**config.mk**
```make
export PLATFORM = sky130hd
export DESIGN_NAME = mem_access_ctrl
export DESIGN_NICKNAME = d
export VERILOG_FILES = /design/src/rtl/mem_access_ctrl_pkg.sv /design/src/rtl/mem_rr_arbiter.sv /design/src/rtl/mem_access_ctrl.sv
export SDC_FILE = /design/constraint.sdc
export NUM_CORES = 1
export LEC_CHECK = 0
export ABC_CLOCK_PERIOD_IN_PS = 3800
export BUFFER_PORTS_ARGS = -buffer_cell sky130_fd_sc_hd__buf_4
export CAP_MARGIN = 20
export CORE_MARGIN = 10
export CORE_UTILIZATION = 50
export CTS_BUF_LIST = sky130_fd_sc_hd__clkbuf_8
export CTS_CLUSTER_DIAMETER = 30
export DETAILED_ROUTE_END_ITERATION = 12
export GPL_ROUTABILITY_DRIVEN = 0
export PLACE_DENSITY = 0.82
export SYNTH_ARGS = -nofsm -noshare
export SYNTH_HDL_FRONTEND = slang
export SYNTH_SLANG_ARGS = --single-unit
```
**constraint.sdc**
```tcl
create_clock -name clk -period 3.8 [get_ports clk]
set_input_delay 0.76 -clock clk [delete_from_list [all_inputs] [get_ports clk]]
set_output_delay 0.76 -clock clk [all_outputs]
set_load 0.01 [all_outputs]
```
**src/rtl/mem_access_ctrl_pkg.sv**
```systemverilog
// Shared types and default widths for the multi-cycle memory access controller.
package mem_pkg;

   localparam int DEF_DATA_WIDTH  = 16;
   localparam int DEF_ADDR_WIDTH  = 16;
   localparam int DEF_MEM_LATENCY = 4;
   localparam int CNT_WIDTH       = 4;

   typedef enum logic [1:0] {
      IDLE    = 2'd0,
      WAIT    = 2'd1,
      XFER_LO = 2'd2,
      DONE    = 2'd3
   } mem_state_t;

   typedef enum logic {
      PORT_IF = 1'b0,
      PORT_DM = 1'b1
   } port_sel_t;

endpackage

```
**src/rtl/mem_rr_arbiter.sv**
```systemverilog
// Two-requester round-robin arbiter; req[0] is fetch, req[1] is data.
module mem_rr_arbiter
   import mem_pkg::*;
(
   input  logic       clk,
   input  logic       rst_n,
   input  logic [1:0] req,
   input  logic       advance,
   output logic       grant_valid,
   output port_sel_t  grant_sel
);

   port_sel_t r_last;

   // Grant selection: a tie goes to the port that did not win last time.
   always_comb begin
      grant_valid = |req;
      grant_sel   = PORT_IF;
      case (req)
         2'b01:   grant_sel = PORT_IF;
         2'b10:   grant_sel = PORT_DM;
         2'b11: begin
            if (r_last == PORT_IF) begin
               grant_sel = PORT_DM;
            end else begin
               grant_sel = PORT_IF;
            end
         end
         default: grant_sel = PORT_IF;
      endcase
   end

   // Last-granted pointer, moved only when the grant is actually taken.
   always_ff @(posedge clk) begin
      if (!rst_n) begin
         r_last <= PORT_IF;
      end else if (advance) begin
         r_last <= grant_sel;
      end
   end

endmodule

```
**src/rtl/mem_access_ctrl.sv**
```systemverilog
// Arbitrates fetch and data ports onto a single-port word memory with a fixed
// address hold latency; 32-bit data accesses use two words (high at addr, low at addr+1).
module mem_access_ctrl
   import mem_pkg::*;
#(
   parameter int DATA_WIDTH  = DEF_DATA_WIDTH,
   parameter int ADDR_WIDTH  = DEF_ADDR_WIDTH,
   parameter int MEM_LATENCY = DEF_MEM_LATENCY
) (
   input  logic                    clk,
   input  logic                    rst_n,
   input  logic                    if_req,
   input  logic [ADDR_WIDTH-1:0]   if_addr,
   output logic [DATA_WIDTH-1:0]   if_rdata,
   output logic                    if_done,
   input  logic                    dm_req,
   input  logic                    dm_we,
   input  logic [ADDR_WIDTH-1:0]   dm_addr,
   input  logic [2*DATA_WIDTH-1:0] dm_wdata,
   output logic [2*DATA_WIDTH-1:0] dm_rdata,
   output logic                    dm_done,
   output logic [ADDR_WIDTH-1:0]   mem_address,
   output logic [DATA_WIDTH-1:0]   mem_data_write_high,
   output logic [DATA_WIDTH-1:0]   mem_data_write_low,
   output logic                    mem_we,
   input  logic [DATA_WIDTH-1:0]   mem_data_read
);

   localparam logic [CNT_WIDTH-1:0] LAT_LAST = CNT_WIDTH'(MEM_LATENCY - 1);
   localparam logic [CNT_WIDTH-1:0] LAT_PRE  = CNT_WIDTH'(MEM_LATENCY - 2);
   localparam logic                 LAT_ONE  = 1'(MEM_LATENCY == 1);

   mem_state_t                r_state;
   mem_state_t                w_next_state;
   logic [CNT_WIDTH-1:0]      r_cnt;
   port_sel_t                 r_port;
   logic                      r_we;
   logic [ADDR_WIDTH-1:0]     r_addr;
   logic [ADDR_WIDTH-1:0]     r_mem_address;
   logic [DATA_WIDTH-1:0]     r_wd_hi;
   logic [DATA_WIDTH-1:0]     r_wd_lo;
   logic [DATA_WIDTH-1:0]     r_hi;
   logic [DATA_WIDTH-1:0]     r_if_rdata;
   logic [2*DATA_WIDTH-1:0]   r_dm_rdata;
   logic                      r_mem_we;
   logic                      r_if_done;
   logic                      r_dm_done;

   logic                      w_grant_valid;
   port_sel_t                 w_grant_sel;
   logic                      w_advance;
   logic                      w_wait_last;
   logic                      w_we_next;
   logic                      w_grant_we;
   logic [ADDR_WIDTH-1:0]     w_grant_addr;
   logic [ADDR_WIDTH-1:0]     w_addr_inc;

   mem_rr_arbiter u_arb (
      .clk         (clk),
      .rst_n       (rst_n),
      .req         ({dm_req, if_req}),
      .advance     (w_advance),
      .grant_valid (w_grant_valid),
      .grant_sel   (w_grant_sel)
   );

   assign w_wait_last = (r_state == WAIT) && (r_cnt == LAT_LAST);
   assign w_addr_inc  = r_addr + ADDR_WIDTH'(1);

   // State register.
   always_ff @(posedge clk) begin
      if (!rst_n) begin
         r_state <= IDLE;
      end else begin
         r_state <= w_next_state;
      end
   end

   // Next-state logic.
   always_comb begin
      w_next_state = r_state;
      case (r_state)
         IDLE: begin
            if (w_grant_valid) begin
               w_next_state = WAIT;
            end else begin
               w_next_state = IDLE;
            end
         end
         WAIT: begin
            if (!w_wait_last) begin
               w_next_state = WAIT;
            end else if ((r_port == PORT_DM) && !r_we) begin
               w_next_state = XFER_LO;
            end else begin
               w_next_state = DONE;
            end
         end
         XFER_LO: w_next_state = DONE;
         DONE:    w_next_state = IDLE;
         default: w_next_state = IDLE;
      endcase
   end

   // Output decode; the write strobe is looked ahead one cycle so mem_we stays registered.
   always_comb begin
      w_advance = 1'b0;
      w_we_next = 1'b0;
      if (w_grant_sel == PORT_DM) begin
         w_grant_we   = dm_we;
         w_grant_addr = dm_addr;
      end else begin
         w_grant_we   = 1'b0;
         w_grant_addr = if_addr;
      end
      case (r_state)
         IDLE: begin
            w_advance = w_grant_valid;
            w_we_next = w_grant_valid && w_grant_we && LAT_ONE;
         end
         WAIT: begin
            w_we_next = !LAT_ONE && (r_cnt == LAT_PRE) && r_we;
         end
         default: begin
            w_advance = 1'b0;
            w_we_next = 1'b0;
         end
      endcase
   end

   // Latency counter, request latches, memory drive and read-data capture.
   always_ff @(posedge clk) begin
      if (!rst_n) begin
         r_cnt         <= '0;
         r_port        <= PORT_IF;
         r_we          <= 1'b0;
         r_addr        <= '0;
         r_mem_address <= '0;
         r_wd_hi       <= '0;
         r_wd_lo       <= '0;
         r_hi          <= '0;
         r_if_rdata    <= '0;
         r_dm_rdata    <= '0;
         r_mem_we      <= 1'b0;
         r_if_done     <= 1'b0;
         r_dm_done     <= 1'b0;
      end else begin
         r_mem_we  <= w_we_next;
         r_if_done <= 1'b0;
         r_dm_done <= 1'b0;
         case (r_state)
            IDLE: begin
               r_cnt <= '0;
               if (w_grant_valid) begin
                  r_port        <= w_grant_sel;
                  r_we          <= w_grant_we;
                  r_addr        <= w_grant_addr;
                  r_mem_address <= w_grant_addr;
                  if (w_grant_sel == PORT_DM) begin
                     r_wd_hi <= dm_wdata[2*DATA_WIDTH-1:DATA_WIDTH];
                     r_wd_lo <= dm_wdata[DATA_WIDTH-1:0];
                  end
               end
            end
            WAIT: begin
               if (!w_wait_last) begin
                  r_cnt <= r_cnt + CNT_WIDTH'(1);
               end else begin
                  r_cnt <= '0;
                  if (r_port == PORT_IF) begin
                     r_if_rdata <= mem_data_read;
                     r_if_done  <= 1'b1;
                  end else if (r_we) begin
                     r_dm_done <= 1'b1;
                  end else begin
                     // High word parked until the low word arrives so dm_rdata only moves with dm_done.
                     r_hi          <= mem_data_read;
                     r_mem_address <= w_addr_inc;
                  end
               end
            end
            XFER_LO: begin
               r_dm_rdata <= {r_hi, mem_data_read};
               r_dm_done  <= 1'b1;
            end
            DONE: begin
               r_cnt <= '0;
            end
            default: begin
               r_cnt <= '0;
            end
         endcase
      end
   end

   assign if_rdata            = r_if_rdata;
   assign if_done             = r_if_done;
   assign dm_rdata            = r_dm_rdata;
   assign dm_done             = r_dm_done;
   assign mem_address         = r_mem_address;
   assign mem_data_write_high = r_wd_hi;
   assign mem_data_write_low  = r_wd_lo;
   assign mem_we              = r_mem_we;

endmodule
```
==> flow_summary.toml <==
[logic_synthesis]
yosysMostFrequentCell = "dfxtp_1"
ys_warn_count = 0
syn_nets = 719
synth_edf_count = 0
async_flop_share_pct = 0
synth_cells = 626
synth_top_family_by_area = "simple AND/OR/NAND/NOR gates"
synth_ff_type = "dfxtp_1"
postSynthAreaPerCell_um2 = 9.05
yosys.area_share.simple_pct = 19.6
seq_area_frac_synth_pct = 49.1
synth_cell_types = 53
synth_mux_area_share_pct = 11.4
ys_ff_latch = 139
yosysTopAreaCell = "dfxtp_1"
yosys.area_share.xor_xnor_pct = 0.618
synthTopCellsByCount = "139 x dfxtp_1, 121 x nand2_1, 72 x nor2_1"
synth_compound_area_share_pct = 13.1
synth_top_area_share_pct = 49.1
netlist_area_um2 = 5670
synthAdderAreaFrac_pct = 1.77
synth.area.top_cells = "dfxtp_1 49%, mux2i_1 10%, nand2_1 8.0%"

[sta]
slew-limit-headroom_pct = 27.8
setup_viol_count_final = 0
fin_setup_tns_ns = 0
hold_violations = 0
skew_ns = 0.0148
max_freq_mhz = 414
worst_slew_pin_slew_ns = 1.08
period_minus_slack_ns = 2.41
period_share_pct = 63.5
drv_slew = 0
fin_ws_ns = 1.39
rsz0062_at_grt = "false"

[die]
dieWidth_um = 126
row_count = 38
die_height_um = 126
start_util_pct = 51.6
io-pin-count = 184
dieArea_um2 = 16000
core_area_um2 = 11000

[cells_and_area]
fin_util_pct = 67.7
area_growth_pct = 31.2
fillerInstances = 878
nets = 886
final_area_um2 = 7430
drive_gt1_share_pct = 29.8
diodes = 0

[drt]
vias_per_cell = 5.46
first_pass_iters = 8
drc_errors = 0
dr_wl_met3_um = 1600
routed_wl_um = 16200
num_vias = 5169
dr.max_layer_used = "met4"
met2_length_um = 7640
drtIter0Drc = 443
wl_met1_um = 6830
wl_per_cell_um = 17.1
final_antenna_net_count = 0

[worst_setup_path]
cp_top_family = "buffers and inverters"
cp_data_required_time_ns = 4.16
start_kind = "flop"
crit_type = "reg2reg"
cp_max_fo = 30
crit_path_end_kind = "flop"
reg2reg_slack_ns = 1.39
crit_top_cell = "inv_1"
arrival_ns = 2.78
cp_cell_sequence = "inv_1, ha_1, buf_4, inv_1, o21ai_2, and3_1, a32o_1"
r2r-end = "mem_address[12]$_SDFFE_PN0P_"
cp_slowest_cell = "and3_1"
cp.buffers_inverters = 3
cpPeakStageDelay_ns = 0.60
reg2regPathDepth = 7

[power]
clkPwrFrac_pct = 35.0
vdd_drop_max_mv = 0.195
p_leak_nw = 3.04
power_density_nw_per_um2 = 415
comb_power_share_pct = 13.9
swShare_pct = 27.4
p_int_w = 0.00224
p_sw_w = 0.000847
p_seq_share_pct = 51.1

[clock_tree]
root_buffer = "clkbuf_8"
clkTransAtPathRegs_ns = 0.08
tritoncts = "done"
holdBufCountCts = 0
numCtsBuffers = 17
post_cts_buffers = 0
cts.sinks = 139
insertion_delay_ns = 0.44
ctsResizeCount = 0
cts_max_level = 4
clock_path_buffers = 2

[grt]
grt_pass1_vias = 5122
grt_max_degree = 60
grt_overflow = 0
grt_pass1_wl_um = 26000
antenna_found_initial = 0
grt_usage_pct = 19.5

[placed_design]
place_ws_ns = 1.22
place_area_um2 = 7070
io_buffers = 183
detailed_place_hpwl_um = 12000

[status]
status = "finished clean"

[run]
drv_cap = 0

[hold_path]
worstHoldPathType = "reg2reg"
holdCritStartpoint = "mem_data_write_low[15]$_SDFFE_PN0P_"
holdPathStages = 2
hold_end = "mem_data_write_low[15]$_SDFFE_PN0P_"
==> registers in the layout (all words and copies together) (netlist names), named ones only <==
name                 count
r_cnt                    4
r_addr                  16
r_state                  1
mem_data_write_low      16
if_rdata                16
mem_data_write_high     16
r_hi                    16
mem_address             16
dm_rdata                32
r_we                     1
dm_done                  1
if_done                  1
mem_we                   1
r_port                   1
==> kinds of logic after synthesis <==
| group | Yosys count |
|---|---|
| and+or+nand+nor | 250 |
| xor gates and xnor gates | 4 |
| muxes | 64 |
| buffers and inverters | 51 |
| adders and majority gates | 8 |
| DFF | 139 |
| AOI/OAI and AO/OA | 110 |
==> power groups by stage <==
stage | clock network [W] | registers (W) | logic, W
after floorplan | 0 | 0.00162 | 0.000221
after global placement | 0 | 0.00160 | 0.000415
after detailed placement | 0 | 0.00161 | 0.000429
after CTS | 0.00110 | 0.00158 | 0.000431
after global routing | 0.00117 | 0.00158 | 0.000472
final | 0.00108 | 0.00158 | 0.000430
==> worst max path at each step <==
stage / endpoint / slack (ns) / start / cells past startpoint
after floorplan: mem_address[0]$_SDFFE_PN0P_ / 1.84 / dm_req / 5
after CTS: mem_address[12]$_SDFFE_PN0P_ / 1.42 / flop / 7
after detailed placement: mem_data_write_high[15]$_SDFFE_PN0P_ / 1.22 / if_req / 6
after global placement: mem_data_write_high[9]$_SDFFE_PN0P_ / 1.29 / if_req / 6
final: mem_address[12]$_SDFFE_PN0P_ / 1.39 / flop / 7
after global routing: mem_address[12]$_SDFFE_PN0P_ / 1.18 / flop / 7
==> cells in the final DEF (no fill, tap or decap), types with 3 or more instances in the layout <==
master	instances
clkinvlp_4	5
o21ai_0	6
mux2_2	5
or3_1	3
a211oi_1	15
nor2b_1	7
dfxtp_1	139
nand2_1	121
nor3_1	8
a22o_1	3
nor2_1	72
nand2b_1	5
ha_1	7
clkinv_2	3
nand3_1	7
nor4_1	5
mux2i_1	59
clkbuf_8	17
buf_4	191
nand4_1	4
clkinv_4	3
a32o_1	12
a211o_1	5
a21oi_1	56
inv_1	9
==> final cells by class <==
class                   count  area (um^2)  share of cell area [%]
flip-flops and latches    139         2780                    37.4
multi-input cells         436         2650                    35.6
well taps                 140          175                    2.36
clock inverters            15          129                    1.73
inverters                   8         31.3                   0.421
clock buffers              17          234                    3.15
repair buffers            191         1430                    19.3
==> metrics by stage <==
step / cells / power (W) / hold WS (ns)
global route: 946 / 0.00323 / 0.472
detailed placement: 914 / 0.00204 / 0.447
floorplan: 626 / 0.00184 / 0.460
global placement: 914 / 0.00202 / 0.443
finish: 946 / 0.00309 / 0.463
CTS: 946 / 0.00311 / 0.458
==> worst register-to-register path: cells and delay by family, from the launching register on <==
kind	cells	cell delay, ns
buf+inv	3	0.71
flops	1	0.34
simple gates	1	0.60
compound gates	2	0.55
fa+ha+maj	1	0.15
==> layer usage <==
metal  global-route usage, %  vias to the layer above
met2                    31.3                      215
met5                       0                        -
li1                        -                     2487
met1                    23.3                     2450
met4                    5.56                        0
met3                    8.33                       17
Note: power is estimated with default switching activity, not from simulation.
